### src/rtl/etapa_decodificacion_if.sv
// Bundle between the decode stage, its upstream fetch, the register file and execute.
// slave is the decode stage's view; master is the surrounding pipeline's view.
interface etapa_decodificacion_if #(
    parameter int DATA_W = 32,
    parameter int ADDR_W = 5
);
    // upstream instruction handshake
    logic              inst_valid;
    logic [31:0]       inst;
    logic              inst_ready;
    // writeback request from downstream
    logic              wb_en;
    logic [ADDR_W-1:0] wb_addr;
    logic [DATA_W-1:0] wb_data;
    // banco_registros ports
    logic [ADDR_W-1:0] ra1;
    logic [ADDR_W-1:0] ra2;
    logic [DATA_W-1:0] dr1;
    logic [DATA_W-1:0] dr2;
    logic              reg_write;
    logic [ADDR_W-1:0] dir;
    logic [DATA_W-1:0] di;
    // execute stage handshake
    logic              ex_valid;
    logic              ex_ready;
    logic [5:0]        ex_funct;
    logic [DATA_W-1:0] ex_a;
    logic [DATA_W-1:0] ex_b;
    logic [ADDR_W-1:0] ex_rd;
    logic              ex_we;
    logic              ex_ilegal;

    modport slave (
        input  inst_valid, inst, wb_en, wb_addr, wb_data, dr1, dr2, ex_ready,
        output inst_ready, ra1, ra2, reg_write, dir, di,
               ex_valid, ex_funct, ex_a, ex_b, ex_rd, ex_we, ex_ilegal
    );

    modport master (
        output inst_valid, inst, wb_en, wb_addr, wb_data, dr1, dr2, ex_ready,
        input  inst_ready, ra1, ra2, reg_write, dir, di,
               ex_valid, ex_funct, ex_a, ex_b, ex_rd, ex_we, ex_ilegal
    );
endinterface

### src/rtl/etapa_decodificacion.sv
// Decode / operand-fetch stage: D holds the instruction, E holds fetched operands.
// Operands are sampled on the D->E transfer edge with same-cycle writeback bypass.

// One operand lane: zero register, then writeback bypass, then register file data.
module etapa_decodificacion_opsel #(
    parameter int DATA_W = 32,
    parameter int ADDR_W = 5
) (
    input  logic [ADDR_W-1:0] src,
    input  logic [DATA_W-1:0] rf_data,
    input  logic              reg_write,
    input  logic [ADDR_W-1:0] dir,
    input  logic [DATA_W-1:0] di,
    output logic [DATA_W-1:0] val
);
    always_comb begin
        val = rf_data;
        if (src == '0)
            val = '0;
        else if (reg_write && (dir == src))
            val = di;
    end
endmodule

module etapa_decodificacion #(
    parameter int DATA_W = 32,
    parameter int ADDR_W = 5
) (
    input  logic                   clk,
    input  logic                   rst,
    etapa_decodificacion_if.slave  bus
);
    localparam int NUM_OPS = 2;

    typedef struct packed {
        logic [5:0]        op;
        logic [ADDR_W-1:0] rs;
        logic [ADDR_W-1:0] rt;
        logic [ADDR_W-1:0] rd;
        logic [4:0]        sh;
        logic [5:0]        funct;
    } rinst_t;

    typedef struct packed {
        logic [5:0]        funct;
        logic [DATA_W-1:0] a;
        logic [DATA_W-1:0] b;
        logic [ADDR_W-1:0] rd;
        logic              we;
        logic              ilegal;
    } ex_t;

    // state bits are {d_valid, ex_valid}
    typedef enum logic [1:0] {
        VACIO  = 2'b00,
        SOLO_E = 2'b01,
        SOLO_D = 2'b10,
        LLENO  = 2'b11
    } estado_t;

    estado_t state, state_nx;
    rinst_t  d_q;
    ex_t     e_q, e_nx;

    logic d_valid, ex_valid;
    logic e_adv, inst_ready, d_load;
    logic reg_write;

    logic [NUM_OPS-1:0][ADDR_W-1:0] op_src;
    logic [NUM_OPS-1:0][DATA_W-1:0] op_rf;
    logic [NUM_OPS-1:0][DATA_W-1:0] op_val;

    assign d_valid    = state[1];
    assign ex_valid   = state[0];
    assign e_adv      = d_valid & (~ex_valid | bus.ex_ready);
    assign inst_ready = ~d_valid | e_adv;
    assign d_load     = bus.inst_valid & inst_ready;

    // Writeback forwarding; r0 is hard-wired so its writes are squashed here.
    assign reg_write     = bus.wb_en & (bus.wb_addr != '0);
    assign bus.reg_write = reg_write;
    assign bus.dir       = bus.wb_addr;
    assign bus.di        = bus.wb_data;

    assign bus.ra1 = d_q.rs;
    assign bus.ra2 = d_q.rt;

    assign op_src = {d_q.rt, d_q.rs};
    assign op_rf  = {bus.dr2, bus.dr1};

    for (genvar g = 0; g < NUM_OPS; g++) begin : g_op
        etapa_decodificacion_opsel #(.DATA_W(DATA_W), .ADDR_W(ADDR_W)) u_opsel (
            .src       (op_src[g]),
            .rf_data   (op_rf[g]),
            .reg_write (reg_write),
            .dir       (bus.wb_addr),
            .di        (bus.wb_data),
            .val       (op_val[g])
        );
    end

    always_ff @(posedge clk or posedge rst) begin
        if (rst)
            state <= VACIO;
        else
            state <= state_nx;
    end

    always_comb begin
        state_nx = state;
        case (state)
            VACIO:  if (d_load) state_nx = SOLO_D;
            SOLO_D: state_nx = d_load ? LLENO : SOLO_E;
            SOLO_E: begin
                if (d_load)
                    state_nx = bus.ex_ready ? SOLO_D : LLENO;
                else
                    state_nx = bus.ex_ready ? VACIO : SOLO_E;
            end
            LLENO:  if (bus.ex_ready) state_nx = d_load ? LLENO : SOLO_E;
            default: state_nx = VACIO;
        endcase
    end

    always_comb begin
        e_nx        = e_q;
        e_nx.funct  = d_q.funct;
        e_nx.a      = op_val[0];
        e_nx.b      = op_val[1];
        e_nx.rd     = d_q.rd;
        e_nx.ilegal = (d_q.op != 6'b000000);
        e_nx.we     = (d_q.op == 6'b000000) && (d_q.rd != '0);
    end

    always_ff @(posedge clk or posedge rst) begin
        if (rst)
            d_q <= '0;
        else if (d_load)
            d_q <= rinst_t'(bus.inst);
    end

    // E only changes on a transfer, so a stalled execute sees stable operands.
    always_ff @(posedge clk or posedge rst) begin
        if (rst)
            e_q <= '0;
        else if (e_adv)
            e_q <= e_nx;
    end

    assign bus.inst_ready = inst_ready;
    assign bus.ex_valid   = ex_valid;
    assign bus.ex_funct   = e_q.funct;
    assign bus.ex_a       = e_q.a;
    assign bus.ex_b       = e_q.b;
    assign bus.ex_rd      = e_q.rd;
    assign bus.ex_we      = e_q.we;
    assign bus.ex_ilegal  = e_q.ilegal;
endmodule
### src/flat_wrapper.sv
// flat-port wrapper written by rule: the top's interface ports become plain ports
module etapa_decodificacion_flat 
#(
    parameter int DATA_W = 32,
    parameter int ADDR_W = 5
)
  (clk, rst, bus_inst_valid, bus_inst, bus_wb_en, bus_wb_addr, bus_wb_data, bus_dr1, bus_dr2, bus_ex_ready, bus_inst_ready, bus_ra1, bus_ra2, bus_reg_write, bus_dir, bus_di, bus_ex_valid, bus_ex_funct, bus_ex_a, bus_ex_b, bus_ex_rd, bus_ex_we, bus_ex_ilegal);
  etapa_decodificacion_if #(.DATA_W(DATA_W), .ADDR_W(ADDR_W)) bus_i ();
  input  logic clk;
  input  logic rst;
  input wire logic [$bits(bus_i.inst_valid)-1:0] bus_inst_valid;
  input wire logic [$bits(bus_i.inst)-1:0] bus_inst;
  input wire logic [$bits(bus_i.wb_en)-1:0] bus_wb_en;
  input wire logic [$bits(bus_i.wb_addr)-1:0] bus_wb_addr;
  input wire logic [$bits(bus_i.wb_data)-1:0] bus_wb_data;
  input wire logic [$bits(bus_i.dr1)-1:0] bus_dr1;
  input wire logic [$bits(bus_i.dr2)-1:0] bus_dr2;
  input wire logic [$bits(bus_i.ex_ready)-1:0] bus_ex_ready;
  output wire logic [$bits(bus_i.inst_ready)-1:0] bus_inst_ready;
  output wire logic [$bits(bus_i.ra1)-1:0] bus_ra1;
  output wire logic [$bits(bus_i.ra2)-1:0] bus_ra2;
  output wire logic [$bits(bus_i.reg_write)-1:0] bus_reg_write;
  output wire logic [$bits(bus_i.dir)-1:0] bus_dir;
  output wire logic [$bits(bus_i.di)-1:0] bus_di;
  output wire logic [$bits(bus_i.ex_valid)-1:0] bus_ex_valid;
  output wire logic [$bits(bus_i.ex_funct)-1:0] bus_ex_funct;
  output wire logic [$bits(bus_i.ex_a)-1:0] bus_ex_a;
  output wire logic [$bits(bus_i.ex_b)-1:0] bus_ex_b;
  output wire logic [$bits(bus_i.ex_rd)-1:0] bus_ex_rd;
  output wire logic [$bits(bus_i.ex_we)-1:0] bus_ex_we;
  output wire logic [$bits(bus_i.ex_ilegal)-1:0] bus_ex_ilegal;
  assign bus_i.inst_valid = bus_inst_valid;
  assign bus_i.inst = bus_inst;
  assign bus_i.wb_en = bus_wb_en;
  assign bus_i.wb_addr = bus_wb_addr;
  assign bus_i.wb_data = bus_wb_data;
  assign bus_i.dr1 = bus_dr1;
  assign bus_i.dr2 = bus_dr2;
  assign bus_i.ex_ready = bus_ex_ready;
  assign bus_inst_ready = bus_i.inst_ready;
  assign bus_ra1 = bus_i.ra1;
  assign bus_ra2 = bus_i.ra2;
  assign bus_reg_write = bus_i.reg_write;
  assign bus_dir = bus_i.dir;
  assign bus_di = bus_i.di;
  assign bus_ex_valid = bus_i.ex_valid;
  assign bus_ex_funct = bus_i.ex_funct;
  assign bus_ex_a = bus_i.ex_a;
  assign bus_ex_b = bus_i.ex_b;
  assign bus_ex_rd = bus_i.ex_rd;
  assign bus_ex_we = bus_i.ex_we;
  assign bus_ex_ilegal = bus_i.ex_ilegal;
  etapa_decodificacion #(.DATA_W(DATA_W), .ADDR_W(ADDR_W)) u_core (.clk(clk), .rst(rst), .bus(bus_i));
endmodule
### config.mk
export PLATFORM = sky130hd
export DESIGN_NAME = etapa_decodificacion_flat
export DESIGN_NICKNAME = d
export VERILOG_FILES = /design/src/rtl/etapa_decodificacion_if.sv /design/src/rtl/etapa_decodificacion.sv /design/src/flat_wrapper.sv
export SDC_FILE = /design/constraint.sdc
export NUM_CORES = 1
export LEC_CHECK = 0
export CORE_MARGIN = 1
export CORE_UTILIZATION = 40
export CTS_BUF_LIST = sky130_fd_sc_hd__clkbuf_2 sky130_fd_sc_hd__clkbuf_4 sky130_fd_sc_hd__clkbuf_8
export DETAILED_ROUTE_END_ITERATION = 8
export GPL_ROUTABILITY_DRIVEN = 0
export GPL_TIMING_DRIVEN = 0
export PLACE_DENSITY_LB_ADDON = 0.05
export SLEW_MARGIN = 40
export SYNTH_ARGS = -nofsm -noshare
export SYNTH_HDL_FRONTEND = slang
export SYNTH_SLANG_ARGS = --single-unit
### constraint.sdc
create_clock -name clk -period 4.44 [get_ports clk]
set_input_delay 1.332 -clock clk [delete_from_list [all_inputs] [get_ports clk]]
set_output_delay 1.332 -clock clk [all_outputs]
set_load 0.02 [all_outputs]
---- Yosys cells after proc, flatten, opt, wreduce, memory -nomap -nowiden ----
Index checks and enable logic that the tools add are counted.
storage, ports and cells
  logic and storage cells ................. 48
  register bits after elaboration ......... 106
  bits of input ports ..................... 138
operators by class
  bitwise gates (word level) .............. 7
  equal/unequal tests ..................... 7
  reduce and logical (&&, ||, !) cells .... 11
  multiplexer cells ....................... 11
operator list
  cell                                                  count
  2-to-1 mux 32 bit                                     4
  equality test 5 bit                                   2
  zero test 5 bit                                       2
  nonzero test 5 bit                                    2
  2-to-1 mux 2 bit                                      4
  one-hot mux 2 bit (4 select lines)                    1
  zero test 6 bit                                       1
  nonzero test 6 bit                                    1
  equality test 2 bit (second input constant)           2
  bitwise AND 1 bit                                     3
  logical AND 1 bit                                     3
  equality test 2 x 1 -> 1 bit (second input constant)  1
  zero test 2 bit                                       1
  2-to-1 mux 1 bit                                      2
  != test 2 x 1 -> 1 bit (second input constant)        1
  != test 2 bit (second input constant)                 1
  inverter 1 bit                                        2
  OR 1 bit                                              2
  AND reduction 2 bit                                   1

---- Logic depth before layout (Yosys ltp) ----
  word-level depth ........................ 8
  depth in mapped cells ................... 7
  gate-level depth less buffers ........... 4

---- Cells and area by module ----
From an unflattened synthesis, not the netlist that was laid out.
unflattened totals
  cells, all modules ...................... 528
  area total of the unflattened synthesis .. 5769.3 sq um
by module, submodules not included
  module                      sequential area each (sq um)  cells each  area an instance (sq um)  times used
  etapa_decodificacion        2652.5                        282         4478.0                    1
  etapa_decodificacion_opsel  0.0                           123         645.6                     2

---- Least setup slack after synthesis ----
OpenSTA, ideal clock, no wires.
  path kind ............................... input to output
  from .................................... in bus_wb_addr[1]
  to ...................................... out bus_reg_write
  required time ........................... 3.108 ns
  cell stages on the path ................. 2
  path slack .............................. 0.985 ns
  arrival time ............................ 2.123 ns
  buffers on the path ..................... 0
  cell sequence ........................... or4_4 > o21a_1
on the way
  word-level cells in the longest chain between the ends .. 2
ends and longest elaborated chain
  element             RTL line                    text
  start: declaration  flat_wrapper.sv:14          input wire logic [$bits(bus_i.wb_addr)-1:0] bus_wb_addr;
  nonzero test 5 bit  etapa_decodificacion.sv:80  assign reg_write = bus.wb_en & (bus.wb_addr != '0);
  bitwise AND 1 bit   etapa_decodificacion.sv:80
  end: declaration    flat_wrapper.sv:22          output wire logic [$bits(bus_i.reg_write)-1:0] bus_reg_write;
No other way between the ends.

---- Final worst setup path ----
Same ends and word-level chain as after synthesis.

==> run metrics <==
standard-cell row count=42; reg2reg start=u_core.state[0]; max-slew violation count=0; number of enable flip-flop cells after synthesis=0; slew at the pin closest to its max-slew limit=between 0.7 and 0.8 ns; outcome=finished, final reports clean; antenna viol nets, final=0; antenna violations before repair=0; leading cell type in the layout, fill and taps excluded=clkdlybuf4s50_1; Max transition margin=48.0%; period utilization=a little over nine tenths; total power after layout=around 3100 µW; Hold Vio Cnt, Final=0; clk buf depth=2; RSZ-0062 raised after global routing=false; Setup Viol. Count Final=0; flip-flop and latch count after synthesis=approximately 110; Overflow after GRT=0; clock insertion delay at the later pin of the skew report=0.38 ns; YS warnings=0; critical path class=primary input to output port; number of global-route vias before repair=around 5300; FFs w/ async S/R, synth=between 90% and 100%; classification of the worst-slack hold path=flop to flop; Mapped Nets=670; number of distinct library cells after synthesis=28; arrival time worst endpoint=2.96 ns; number of inserted filler cells in the final layout=approximately 1100; ratio of routed vias to standard cells=5.15; port buffer count=~260; Post-route DRC=0; Min Hold Slack=roughly 0.49 ns; die boundary width=121 µm; cell area after synthesis=about 5600 µm²; logic depth of the worst register-to-register path=7; flip-flop cell with the highest count after synthesis=dfrtp_1; most used cells in the layout excluding fill and tap cells=clkdlybuf4s50_1 (258), nand2_1 (132), dfrtp_1 (106); count of nets after finishing=~940; number of H-tree levels=3; Post-Syn Area per Cell=approximately 11 µm²; shortest clock period the worst path allows after layout=between 4 and 5 ns; initial core utilization=between 40% and 50%; Fin Clk Skew=0.00772 ns; detailed-route wire length=~17000 µm; pin count of the biggest net entering global routing=59; power per standard cell area=roughly 350 nW/µm²; capture point of the worst reg-to-reg path=u_core.bus.ex_a[2]; count of mapped cells out of synthesis=~530; total of max-cap violations=0; postcts setup bufs=0; overall global routing resource usage=around a quarter; number of buffers created by CTS=9; count of clock tree sinks=~110; overall die area=~15000 µm²; Crit Path Max Fanout=4; vertical extent of the die=121 µm; Initial DRC Count=about 280; area growth from synthesis to final layout=54.0%; number of instances on the worst hold path=2; fraction of final layout cells sized beyond drive strength 1=20.4%; startpoint of the worst hold path=u_core.bus.ex_b[27]; root buf cell=clkbuf_8; io pins=265; antenna fix cells=0; leakage component of the power=0.00362 µW; R2R Setup Slk=2.15 ns; terminating pin of the worst hold path=u_core.bus.ex_b[27]; hold-fix buffers at CTS=0; highest ir drop seen on vdd=about 220 µV; global-route wire length before repair=approximately 27000 µm; Required @ worst endpoint=just over 3 ns; via count=a little over 5000; number of cells upsized or downsized after cts=1; Placeable Area=approximately 14000 µm²; TritonCTS clock tree=done; 1st-pass router iterations=4; kind of start point of the critical path=primary input; register clock-pin slew on the reported worst setup and hold paths=about 0.1 ns; DR WL/cell=17.4 µm; portion of the post-synthesis area used by sequential elements=between 40% and 50%; half-perimeter wire length of the detailed placement result=between 10000 and 15000 µm; peak clock frequency supported by timing=around 230 MHz; type of element capturing the critical path=output port
[cells in the mapped netlist, types with 3 or more instances]
| library cell | number | area (µm²) |
|---|---|---|
| buf_1 | 7 | 26.3 |
| nor3_1 | 3 | 15.0 |
| dfrtp_1 | 106 | 2650 |
| mux2_1 | 16 | 180 |
| buf_6 | 8 | 90.1 |
| o211ai_1 | 4 | 30.0 |
| buf_2 | 3 | 15.0 |
| clkbuf_1 | 27 | 101 |
| buf_4 | 47 | 353 |
| xnor2_1 | 10 | 87.6 |
| mux2_2 | 22 | 248 |
| nand4_1 | 64 | 400 |
| nand2_1 | 132 | 495 |
| o211ai_2 | 60 | 751 |
[registers in the layout, indices dropped and copies added, names as in the netlist]
register	cells
u_core.bus.ex_funct	6
u_core.state	2
u_core.bus.ex_we	1
u_core.d_q	17
u_core.bus.ra2	5
u_core.bus.ex_ilegal	1
u_core.bus.ex_rd	5
u_core.bus.ex_a	32
u_core.bus.ex_b	32
u_core.bus.ra1	5
[stage by stage]
step                      worst slack [ns]  instances  area, µm²  util, %  setup TNS (ns)
after floorplan                      0.319        532       5630        -               0
after global placement               -1.35        967       8440     62.5         -142.49
after detailed placement           -0.0879        968       8480     62.8         -0.0879
after CTS                            0.137        983       8670     64.2               0
after global routing                 0.120        983       8670     64.2               0
final                                0.152        983       8670     64.2               0
[power breakdown]
group	leakage [µW]	switching (µW)	internal (µW)	total, µW
registers	0.00128	107	1140	1250
clock network	0.0000835	347	259	606
logic	0.00226	613	604	1220
total	0.00362	1070	2000	3070
[critical path, cell delays in order]
cell and delay (ns):
clkdlybuf4s50_1 0.51, or4_4 0.61, o21a_1 0.19, dlygate4sd2_1 0.32
[layout make-up]
type | count | area (µm²) | share of cell area, %
well taps | 176 | 220 | 2.54
clock buffers | 9 | 124 | 1.43
flip-flops and latches | 106 | 2650 | 30.6
multi-input cells | 332 | 2380 | 27.5
plain buffers | 92 | 586 | 6.76
inverters | 2 | 15.0 | 0.173
repair buffers | 260 | 2620 | 30.2
clock inverters | 6 | 68.8 | 0.794
[cell families (layout without fill, tap and decap cells)]
kind of cell	count (synthesis)	count (layout)	share of synthesized area (%)
xor gates and xnor gates	10	10	1.56
buffers and inverters	94	369	10.5
and+or+nand+nor	212	212	17.8
muxes	38	38	7.60
AOI/OAI and AO/OA	72	72	15.3
DFF	106	106	47.1
[worst max path at each step]
stage / start / endpoint / slack (ns) / depth (start not counted)
global route: bus_wb_addr[1] / bus_reg_write / 0.12 / 4
detailed placement: bus_wb_addr[1] / bus_reg_write / -0.09 / 4
floorplan: rst / u_core.bus.ex_a[0] / 0.32 / 1
finish: bus_wb_addr[1] / bus_reg_write / 0.15 / 4
CTS: bus_wb_addr[1] / bus_reg_write / 0.14 / 4
global placement: rst / u_core.bus.ex_b[14] / -1.35 / 2
[routing by layer]
layer | GRT usage [%] | up-vias | wire length [µm] | part of all wire, %
li1 | - | 2387 | - | -
met2 | 40.7 | 191 | 8420 | 49
met3 | 6.04 | 33 | 1300 | 7.6
met4 | 9.49 | 0 | 455 | 2.7
met5 | 0 | - | 0 | 0
met1 | 30.1 | 2451 | 6900 | 40
No activity file was read; power rests on OpenSTA's default activity.
